===== config.mk =====
export PLATFORM = sky130hd
export DESIGN_NAME = prop_delay_meter
export DESIGN_NICKNAME = d
export VERILOG_FILES = /design/src/rtl/prop_meas_pkg.sv /design/src/rtl/sync_edge_det.sv /design/src/rtl/prop_delay_meter.sv
export SDC_FILE = /design/constraint.sdc
export NUM_CORES = 1
export LEC_CHECK = 0
export CAP_MARGIN = 20
export CORE_MARGIN = 2
export CORE_UTILIZATION = 55
export CTS_BUF_LIST = sky130_fd_sc_hd__clkbuf_2
export CTS_CLUSTER_SIZE = 16
export DETAILED_ROUTE_END_ITERATION = 7
export GPL_TIMING_DRIVEN = 0
export PLACE_DENSITY_LB_ADDON = 0.12
export RECOVER_POWER = 50
export REMOVE_ABC_BUFFERS = 1
export SLEW_MARGIN = 20
export SYNTH_ARGS = -nofsm -noshare
export SYNTH_HDL_FRONTEND = slang
export SYNTH_SLANG_ARGS = --single-unit

===== constraint.sdc =====
create_clock -name clk -period 3.5 [get_ports clk]
set_clock_uncertainty 0.2 [all_clocks]
set_input_delay 0.35 -clock clk [delete_from_list [all_inputs] [get_ports clk]]
set_output_delay 0.35 -clock clk [all_outputs]
set_load 0.02 [all_outputs]

===== src/rtl/prop_meas_pkg.sv =====
// Shared types and defaults for the propagation-delay measurement block.
package prop_meas_pkg;

    localparam int CNT_W_DEF   = 16;
    localparam int TIMEOUT_DEF = 1000;

    typedef enum logic [1:0] {
        IDLE  = 2'd0,
        ARMED = 2'd1,
        COUNT = 2'd2,
        DONE  = 2'd3
    } meas_state_e;

    // Result record at the default counter width.
    typedef struct packed {
        logic [CNT_W_DEF-1:0] count;
        logic                 timeout;
        logic                 rise;
    } meas_res_t;

endpackage


===== src/rtl/sync_edge_det.sv =====
// Synchronizes one asynchronous bit and flags every transition of the
// synchronized level with a one-cycle pulse.
module sync_edge_det #(
    parameter int SYNC_STAGES = 2
) (
    input  logic clk,
    input  logic nrst,
    input  logic async_in,
    output logic level,
    output logic pulse
);

    logic [SYNC_STAGES-1:0] sync_r;
    logic                   prev_r;

    // Synchronizer chain followed by the previous-value flop for edge detection.
    always_ff @(posedge clk or negedge nrst) begin
        if (!nrst) begin
            sync_r <= {SYNC_STAGES{1'b0}};
            prev_r <= 1'b0;
        end else begin
            sync_r <= {sync_r[SYNC_STAGES-2:0], async_in};
            prev_r <= sync_r[SYNC_STAGES-1];
        end
    end

    assign level = sync_r[SYNC_STAGES-1];
    assign pulse = sync_r[SYNC_STAGES-1] ^ prev_r;

endmodule


===== src/rtl/prop_delay_meter.sv =====
// Measures the number of clk cycles between a stimulus edge on start_i and
// the resulting edge on stop_i, with a timeout for outputs that never move.
// Both inputs see the same synchronizer latency, so it cancels in the count.
module prop_delay_meter
    import prop_meas_pkg::*;
#(
    parameter int CNT_W       = CNT_W_DEF,
    parameter int TIMEOUT     = TIMEOUT_DEF,
    parameter int SYNC_STAGES = 2
) (
    input  logic             clk,
    input  logic             nrst,
    input  logic             arm_i,
    input  logic             start_i,
    input  logic             stop_i,
    output logic             busy_o,
    output logic             res_valid_o,
    input  logic             res_ready_i,
    output logic [CNT_W-1:0] res_count_o,
    output logic             res_timeout_o,
    output logic             res_rise_o
);

    typedef struct packed {
        logic [CNT_W-1:0] count;
        logic             timeout;
        logic             rise;
    } res_t;

    localparam logic [CNT_W-1:0] CNT_ZERO  = {CNT_W{1'b0}};
    localparam logic [CNT_W-1:0] CNT_ONE   = {{(CNT_W-1){1'b0}}, 1'b1};
    localparam logic [CNT_W-1:0] TIMEOUT_C = CNT_W'(TIMEOUT);

    meas_state_e      state_r, state_s;
    logic [CNT_W-1:0] cnt_r, cnt_s, cnt_inc_s;
    res_t             res_r, res_s;
    logic             valid_r;
    logic             start_lvl_s, start_e_s;
    logic             stop_lvl_s, stop_e_s;

    sync_edge_det #(.SYNC_STAGES(SYNC_STAGES)) u_start_det (
        .clk      (clk),
        .nrst     (nrst),
        .async_in (start_i),
        .level    (start_lvl_s),
        .pulse    (start_e_s)
    );

    sync_edge_det #(.SYNC_STAGES(SYNC_STAGES)) u_stop_det (
        .clk      (clk),
        .nrst     (nrst),
        .async_in (stop_i),
        .level    (stop_lvl_s),
        .pulse    (stop_e_s)
    );

    assign cnt_inc_s = cnt_r + CNT_ONE;

    // Next-state, counter and result-capture logic of the measurement FSM.
    always_comb begin
        state_s = state_r;
        cnt_s   = cnt_r;
        res_s   = res_r;
        case (state_r)
            IDLE: begin
                if (arm_i) begin
                    state_s = ARMED;
                    cnt_s   = CNT_ZERO;
                end else begin
                    state_s = IDLE;
                end
            end
            ARMED: begin
                // A lone stop edge here is residue of the previous stimulus.
                if (start_e_s) begin
                    cnt_s      = CNT_ZERO;
                    res_s.rise = start_lvl_s;
                    if (stop_e_s) begin
                        state_s       = DONE;
                        res_s.count   = CNT_ZERO;
                        res_s.timeout = 1'b0;
                    end else begin
                        state_s = COUNT;
                    end
                end else begin
                    state_s = ARMED;
                end
            end
            COUNT: begin
                cnt_s = cnt_inc_s;
                // Stop takes priority over a timeout landing on the same cycle.
                if (stop_e_s) begin
                    state_s       = DONE;
                    res_s.count   = cnt_inc_s;
                    res_s.timeout = 1'b0;
                end else if (cnt_inc_s == TIMEOUT_C) begin
                    state_s       = DONE;
                    res_s.count   = TIMEOUT_C;
                    res_s.timeout = 1'b1;
                end else begin
                    state_s = COUNT;
                end
            end
            DONE: begin
                if (res_ready_i) begin
                    state_s = IDLE;
                end else begin
                    state_s = DONE;
                end
            end
            default: begin
                state_s = IDLE;
            end
        endcase
    end

    // State, counter, result and valid registers.
    always_ff @(posedge clk or negedge nrst) begin
        if (!nrst) begin
            state_r <= IDLE;
            cnt_r   <= CNT_ZERO;
            res_r   <= '{count: CNT_ZERO, timeout: 1'b0, rise: 1'b0};
            valid_r <= 1'b0;
        end else begin
            state_r <= state_s;
            cnt_r   <= cnt_s;
            res_r   <= res_s;
            valid_r <= (state_s == DONE);
        end
    end

    assign busy_o        = (state_r != IDLE);
    assign res_valid_o   = valid_r;
    assign res_count_o   = res_r.count;
    assign res_timeout_o = res_r.timeout;
    assign res_rise_o    = res_r.rise;

endmodule


Word-level counts from Yosys, hierarchy flattened --
Cells that the tools add are included.
Storage, ports and cells: bits in registers 43, latch bits 0, RAM bits 0, memory bits (read-only) 0, bits of input ports 6, word-level logic and storage cells 44, memories 0
Cells by class: $add $sub $neg 1, multipliers 0, divide/modulo/power cells 0, order comparisons 0, eq/ne operators 9, shifts and indexed selects 0, mux-type cells 15, bitwise logic cells 2, reduce and logical (&&, ||, !) cells 7
Operator list (number):
- $mux W17 | 3
- $pmux W16 S3 | 1
- $pmux W17 S2 | 1
- $mux W16 | 2
- $mux W18 | 1
- $add A16 B1 Y16 const B | 1
- $eq A16 B10 Y1 const B | 1
- $pmux W2 S4 | 1
- $eq A2 B2 Y1 const B | 3
- $mux W2 | 3
- $ne A2 B2 Y1 const B | 3
- $reduce_and A4 Y1 | 1
- $reduce_bool A2 Y1 | 2
- $mux W1 | 3
- $ne A3 B3 Y1 const B | 1
- $reduce_and A3 Y1 | 1
- $reduce_bool A3 Y1 | 1
- $eq A2 B1 Y1 const B | 1
- $logic_not A2 Y1 | 1
- $reduce_and A2 Y1 | 1
- $xor A1 B1 Y1 | 2

Depth between registers and ports, before layout --
Gate-level depths: netlist (run 1).
depth in word-level cells 6, mapped depth 9

Cells and area by module --
Synthesis (run 1) repeated with hierarchy kept, for this count alone.
Second synthesis, totals: cells, all modules 242, area, all modules 2364.8 um2
Modules (own cells, without submodules):
- prop_delay_meter | times used 1, cells each 234, area each 2197.1 um2, seq. area each 925.9 um2
- sync_edge_det | times used 2, cells each 4, area each 83.8 um2, seq. area each 75.1 um2

Least setup slack after synthesis (run 1) --
OpenSTA, ideal clock, no wires.
path kind flip-flop to flip-flop, start register cnt_r[0], end register res_r, in the netlist res_count_o[1], setup time 0.122 ns, arrival time 2.244 ns, slack 0.934 ns, stages on the path, launching flop included 10, buffers on the path 2, period minus slack after synthesis 2.566 ns, cell sequence dfrtp_1 > ha_1 > buf_2 > and4_1 > nand2_1 > or3_1 > a311oi_4 > a21oi_4 > buf_6 > a32o_1
Between the ends: word-level cells in the longest chain between the ends 4
RTL lines:
- start: declaration | RTL line prop_delay_meter.sv:35 | logic [CNT_W-1:0] cnt_r, cnt_s, cnt_inc_s;
- start signal: assignment | RTL line prop_delay_meter.sv:126 | cnt_r <= cnt_s;
- $add A16 B1 Y16 (*) | RTL line prop_delay_meter.sv:57 | assign cnt_inc_s = cnt_r + CNT_ONE;
- $eq A16 B10 Y1 | RTL line prop_delay_meter.sv:96 | end else if (cnt_inc_s == TIMEOUT_C) begin
- $ne A3 B3 Y1 (no source line)
- $reduce_and A4 Y1 (no source line)
- end signal: assignment | RTL line prop_delay_meter.sv:122 | res_r <= '{count: CNT_ZERO, timeout: 1'b0, rise: 1'b0};
- end signal: assignment | RTL line prop_delay_meter.sv:127 | res_r <= res_s;
- end: declaration | RTL line prop_delay_meter.sv:36 | res_t res_r, res_s;
Every way passes the cells marked *; elsewhere a longest branch is shown, timed or not. A chain may end at the register's enable or synchronous reset.

Worst setup path in the final report (run 1) --
start register cnt_r[0], end register res_r, in the netlist res_count_o[6]
The elaborated chain is that of the path after synthesis.

==> metrics, run 1 <==
status finished, final reports clean; DRC viols 0; Post-synth EDFFs 0; Sink Count between 40 and 50; die extent in y 67.5 µm; Arr. time, crit path 3160 ps; Critical Path RT 3610 ps; largest cells by area after synthesis dfrtp_1 49%, o21ai_0 5.2%, xnor2_1 3.9%; WL/cell around 15 µm; Worst Path Max Fanout 16; total setup buffers inserted after CTS 0; Mean Syn Cell Area 10.3 µm²; total wire length 4350 µm; clock slew at reported path FFs 200 ps; P per Cell Area 549 nW/µm²; path depth of the worst reg2reg path 7; Max IR drop VDD 0.000333 V; maximum clock frequency 327 MHz; Hold Path Class reg -> reg; Largest stage delay, worst path 520 ps; leakage power 1.03 nW; later-pin clock latency in the skew report 400 ps; Cell Area, Placed 2480 µm²; initial drt markers 98; CP endpoint kind flop; non-filler instance count after layout 288; worst hold endpoint u_stop_det.sync_r[1]$_DFF_PN0_; GRT overflow 0; RSZ-0062 raised after global routing no; pin count of the biggest net entering global routing 28; max-slew violations 0; Final Setup Violations 0; count of cell types in the netlist between 40 and 50; Post-DP HPWL 3110 µm; Worst-Margin Slew between 1000 and 1500 ps; post-synthesis async set-or-reset flop share 100%; relative slew slack 18.3%; I/O Pins 26; most frequent cells in the layout 43 x dfrtp_1, 23 x o21ai_0, 21 x nand2_1, 21 x clkdlybuf4s50_1, 17 x nor2_1; first drt pass iteration count 4; final worst path period need 3050 ps; Post-Syn Area 2220 µm²; first-pass GRT wire length about 7600 µm; Final Cell Area 2510 µm²; Die Area 4560 µm²; crit path launch type flop; routed vias/inst between 5 and 6; cells along the critical path ha_1 -> nand4_1 -> nor3_2 -> o31a_1 -> a21oi_2 -> a21oi_4 -> mux2_2; initial antenna violation count 0; Bufs and invs on worst path 0; nets@finish 245; number of fill cells 322; CTS H-tree depth 2; commonest non-fill, non-tap cell in the layout dfrtp_1; Slowest-stage cell, CP dfrtp_1; crit path kind reg -> reg; starting density of the core 56.3%; share of layout cells above drive strength 1 9.24%; area leader, netlist dfrtp_1; Core Area 3940 µm²; setup_tns 0 ps; vias in the first global route between 1,500 and 2,000; worst reg2reg path startpoint cnt_r[0]$_DFFE_PN0P_; Tot GR Track Use 22.2%; Main synth FF type dfrtp_1; Die X 67.5 µm; Synth Warn # 0; worst reg2reg setup slack between 400 and 500 ps; placed cell count 279; GP Congestion 0.819; Pwr Total 1.38 mW; CTS tree built; Post-Synthesis Cells around 220; Final ANT Viol Nets 0; row count 23; min-delay src u_stop_det.sync_r[0]$_DFF_PN0_; Root Buffer Master clkbuf_2; antenna diode count 0; maxcap violations 0; part of the Yosys area used for sequential elements between 40% and 50%; CTS buffer count 5; clock buffer depth 2; Via Count 1,704; R2R Path End res_count_o[6]$_DFFE_PN0P_; CP delay by family, top simple AND/OR/NAND/NOR gates; port bufs 25; fin crit share 87.3%; Area growth syn-to-layout 13.1%; hold depth 0; final hold vios 0; Yosys reg bits 43; share of the synthesized area in the top cell type roughly half
==> worst max path at each step <==
stage,from,to,slack (ps),cells past startpoint
finish,cnt_r[0]$_DFFE_PN0P_,res_count_o[6]$_DFFE_PN0P_,450,7
global route,cnt_r[0]$_DFFE_PN0P_,res_count_o[7]$_DFFE_PN0P_,190,7
CTS,cnt_r[0]$_DFFE_PN0P_,res_count_o[6]$_DFFE_PN0P_,420,7
detailed placement,cnt_r[0]$_DFFE_PN0P_,res_count_o[6]$_DFFE_PN0P_,460,7
global placement,cnt_r[0]$_DFFE_PN0P_,res_count_o[5]$_DFFE_PN0P_,540,7
floorplan,cnt_r[0]$_DFFE_PN0P_,res_count_o[3]$_DFFE_PN0P_,900,7
==> metal layers <==
layer | vias to the layer above | global-route usage, % | wire [µm]
met5 | - | 0 | 0
met4 | 0 | 8.16 | 65
met3 | 6 | 4.83 | 237
met2 | 45 | 36.5 | 2100
met1 | 824 | 28.7 | 1950
li1 | 829 | - | -
==> metrics by stage <==
step / setup WS (ps) / hold slack, ps / util [%]
final: 445 / 163 / 63.7
after CTS: 421 / 127 / 64.3
after global placement: 535 / 133 / 62.5
after global routing: 187 / 173 / 63.7
after detailed placement: 464 / 135 / 63.0
after floorplan: 896 / -146 / -
==> timing repair <==
action	4_1_cts	5_1_grt
hold buffers	1	0
gates resized for setup	0	0
hold endpoints to repair	20	0
==> power by group <==
group	total [mW]	internal, mW	switching, mW
clock network	0.202	0.0459	0.156
registers	0.646	0.573	0.0728
logic	0.531	0.214	0.316
==> kinds of logic after synthesis <==
family	synth area share, %
AOI/OAI and AO/OA	20.6
buffers and inverters	3.27
and+or+nand+nor	16.8
xor gates and xnor gates	6.71
muxes	3.05
adders and majority gates	1.13
DFF	48.5
==> flip-flops by register name, indices dropped and copies added (netlist names) <==
name	flops
u_start_det.prev_r	1
res_timeout_o	1
u_stop_det.prev_r	1
u_start_det.sync_r	2
res_count_o	16
state_r	2
res_valid_o	1
res_rise_o	1
cnt_r	16
u_stop_det.sync_r	2
==> cell usage after synthesis (2+ instances only) <==
cell type,count
a31oi_1,7
nor2_1,17
buf_2,4
or3_1,4
dfrtp_1,43
xor2_1,7
clkbuf_1,7
o2bb2ai_1,9
nand4_1,4
nand3_1,8
mux2_2,5
nor4_4,2
o21ai_0,23
nand2_1,21
xnor2_1,10
or2_2,2
a21oi_1,9
buf_6,2
o31ai_1,7
ha_1,2
==> final cells by class <==
class	instances	area [µm²]	area share, %
clock inverter	3	15.0	0.598
inverter	1	3.75	0.150
clock buffer	5	25.0	0.997
tap	50	62.6	2.49
multi-input combinational	159	1070	42.6
timing repair buffer	27	258	10.3
sequential	43	1080	42.9
==> worst register-to-register path, stage by stage, from the launching register on <==
cell	delay, ps
dfrtp_1	520
ha_1	350
nand4_1	330
nor3_2	450
o31a_1	200
a21oi_2	60
a21oi_4	460
mux2_2	400
No activity file was read; power rests on OpenSTA's default activity.
==> inputs of run 2 (changes only) <==
Settings changed: CAP_MARGIN 20 to unset, SETUP_SLACK_MARGIN set to 0.02.
==> results of run 2 <==
Final layout, timing and power as in run 1 (identical DEF).
==> inputs of run 3 (changes only) <==
Settings changed: CORE_MARGIN 2 to unset, PLACE_DENSITY_LB_ADDON 0.12 to 0.2, SKIP_LAST_GASP set to 1.
==> run 3 against run 2 <==
Design area shrank 0.20%; hold slack improved by 14 ps; register-to-register slack got worse by 60 ps; via count rose by 2.2%; highest routed layer unchanged; flip-flop and latch count stayed put; combinational power rose by 1%; die area fell by 5.8%; core utilization grew 2.8 points; power is 0.36% higher; largest power group unchanged; final cell count fell by 0.69%; clock-buffer cell count rose by 1; critical endpoint is now res_count_o[3]$_DFFE_PN0P_.
==> metrics, run 3 (same netlist as run 1, synthesis figures left out) <==
status finished, final reports clean; I/O Pins 26 (unchanged); crit path launch type flop; routed vias/inst 6.09 (+2.9%); leakage power 1.02 nW (-0.62%); clock buffer depth 2 (unchanged); R2R Path End res_count_o[3]$_DFFE_PN0P_; Final ANT Viol Nets 0 (unchanged); final worst path period need 3110 ps (+57.6 ps); final hold vios 0 (unchanged); CTS tree built; path depth of the worst reg2reg path 7 (unchanged); initial drt markers 169 (+72%); min-delay src u_start_det.sync_r[0]$_DFF_PN0_; die extent in y 65.5 µm (-3.0%); maximum clock frequency 321 MHz (-1.9%); Post-DP HPWL 3230 µm (+3.6%); share of layout cells above drive strength 1 8.40% (-0.84 points); fin crit share 88.9% (+1.6 points); GRT overflow 0 (unchanged); Arr. time, crit path 3210 ps (+50 ps); CP delay by family, top simple AND/OR/NAND/NOR gates; CP endpoint kind flop; worst reg2reg path startpoint cnt_r[0]$_DFFE_PN0P_; vias in the first global route 1,708 (+5.0%); Slowest-stage cell, CP dfrtp_1; total wire length 4660 µm (+7.1%); Largest stage delay, worst path 530 ps (about the same); Worst Path Max Fanout 16 (unchanged); Crit path depth 7 (unchanged); Via Count 1,742 (+2.2%); later-pin clock latency in the skew report 390 ps (about the same); Worst-Margin Slew 1180 ps (-48.5 ps); cells along the critical path ha_1 -> nand4_1 -> nor4_4 -> or3_1 -> a21oi_2 -> a21oi_4 -> mux2_2; Hold Path Class reg -> reg; worst reg2reg setup slack 390 ps (-60 ps); Die X 65.5 µm (-3.0%); relative slew slack 21.5% (+3.2 points); first drt pass iteration count 4 (unchanged); worst hold endpoint u_start_det.sync_r[1]$_DFF_PN0_; port bufs 25 (unchanged); crit path kind reg -> reg; Sink Count 43 (unchanged); Bufs and invs on worst path 0 (unchanged); P per Cell Area 552 nW/µm² (+0.56%); starting density of the core 58.8% (+2.6 points); clock slew at reported path FFs 200 ps (about the same); commonest non-fill, non-tap cell in the layout dfrtp_1; maxcap violations 0 (unchanged); Area growth syn-to-layout 12.9%; Max IR drop VDD 0.000377 V (+13%); Die Area 4290 µm² (-5.8%); row count 22 (-4.3%); antenna diode count 0 (unchanged); CTS H-tree depth 2 (unchanged); first-pass GRT wire length 7820 µm (+3.6%); post-layout util 66.4% (+2.8 points); Tot GR Track Use 24.3% (+2.1 points); DRC viols 0 (unchanged); Final Setup Violations 0 (unchanged); hold depth 0 (unchanged); pin count of the biggest net entering global routing 28 (unchanged); Root Buffer Master clkbuf_2; max-slew violations 0 (unchanged); nets@finish 245 (unchanged); CTS buffer count 5 (unchanged); Core Area 3770 µm² (-4.3%); Critical Path RT 3600 ps (about the same); RSZ-0062 raised after global routing no; initial antenna violation count 0 (unchanged); WL/cell 16.3 µm (+7.9%); GP Congestion 0.793 (-3.2%); setup_tns 0 ps (unchanged); most frequent cells in the layout 43 x dfrtp_1, 23 x o21ai_0, 21 x nand2_1, 21 x clkdlybuf4s50_1, 17 x nor2_1
run 3: cell types whose count changed in the layout (fill, tap and decap cells not counted):
cell,before,now
clkinv_1,0,2
clkinv_2,3,0
clkbuf_2,5,6
run 3: worst max path at each step:
stage	startpoint	end	slack [ps]
floorplan	cnt_r[0]$_DFFE_PN0P_	res_count_o[3]$_DFFE_PN0P_	900
global placement	cnt_r[0]$_DFFE_PN0P_	res_count_o[8]$_DFFE_PN0P_	500
detailed placement	cnt_r[0]$_DFFE_PN0P_	res_count_o[5]$_DFFE_PN0P_	410
CTS	cnt_r[0]$_DFFE_PN0P_	res_count_o[3]$_DFFE_PN0P_	390
global route	cnt_r[0]$_DFFE_PN0P_	res_count_o[6]$_DFFE_PN0P_	240
finish	cnt_r[0]$_DFFE_PN0P_	res_count_o[3]$_DFFE_PN0P_	390
run 3: final cells by class:
type / instances / area (µm²)
fillers: 279 / 1270
flip-flops and latches: 43 / 1080
multi-input cells: 159 / 1070
repair buffers: 27 / 258
well taps: 48 / 60.1
clock buffers: 6 / 30.0
clock inverters: 2 / 7.51
inverters: 1 / 3.75
run 3: power breakdown:
| group | total (mW) | leakage [nW] | switching, mW | internal, mW |
|---|---|---|---|---|
| sequential | 0.649 | 0.569 | 0.0756 | 0.574 |
| combinational | 0.537 | 0.425 | 0.323 | 0.214 |
| clock | 0.197 | 0.0281 | 0.149 | 0.0481 |
| total | 1.38 | 1.02 | 0.548 | 0.836 |
run 3: repair_timing:
action / in CTS / in global routing
setup buffers: 0 / 0
gates resized for setup: 0 / 0
hold endpoints to repair: 20 / 0
hold buffers: 1 / 0
run 3: through the flow:
stage                     std cells  power, mW  hold WS [ps]  setup WS, ps  area, µm²
final                           286       1.38           176           388       2500
after global routing            286       1.48           190           239       2500
after CTS                       286       1.40           147           391       2530
after detailed placement        277       1.20           135           406       2480
after global placement          276       1.17           133           505       2460
after floorplan                 203      0.970          -146           896       2150
run 3: layer usage:
metal / wire length, µm / GRT usage (%) / part of all wire [%]
met3: 202 / 6.60 / 4.3
met5: 0 / 0 / 0
met4: 28 / 7.88 / 0.60
met2: 2340 / 39.8 / 50
met1: 2090 / 31.1 / 45
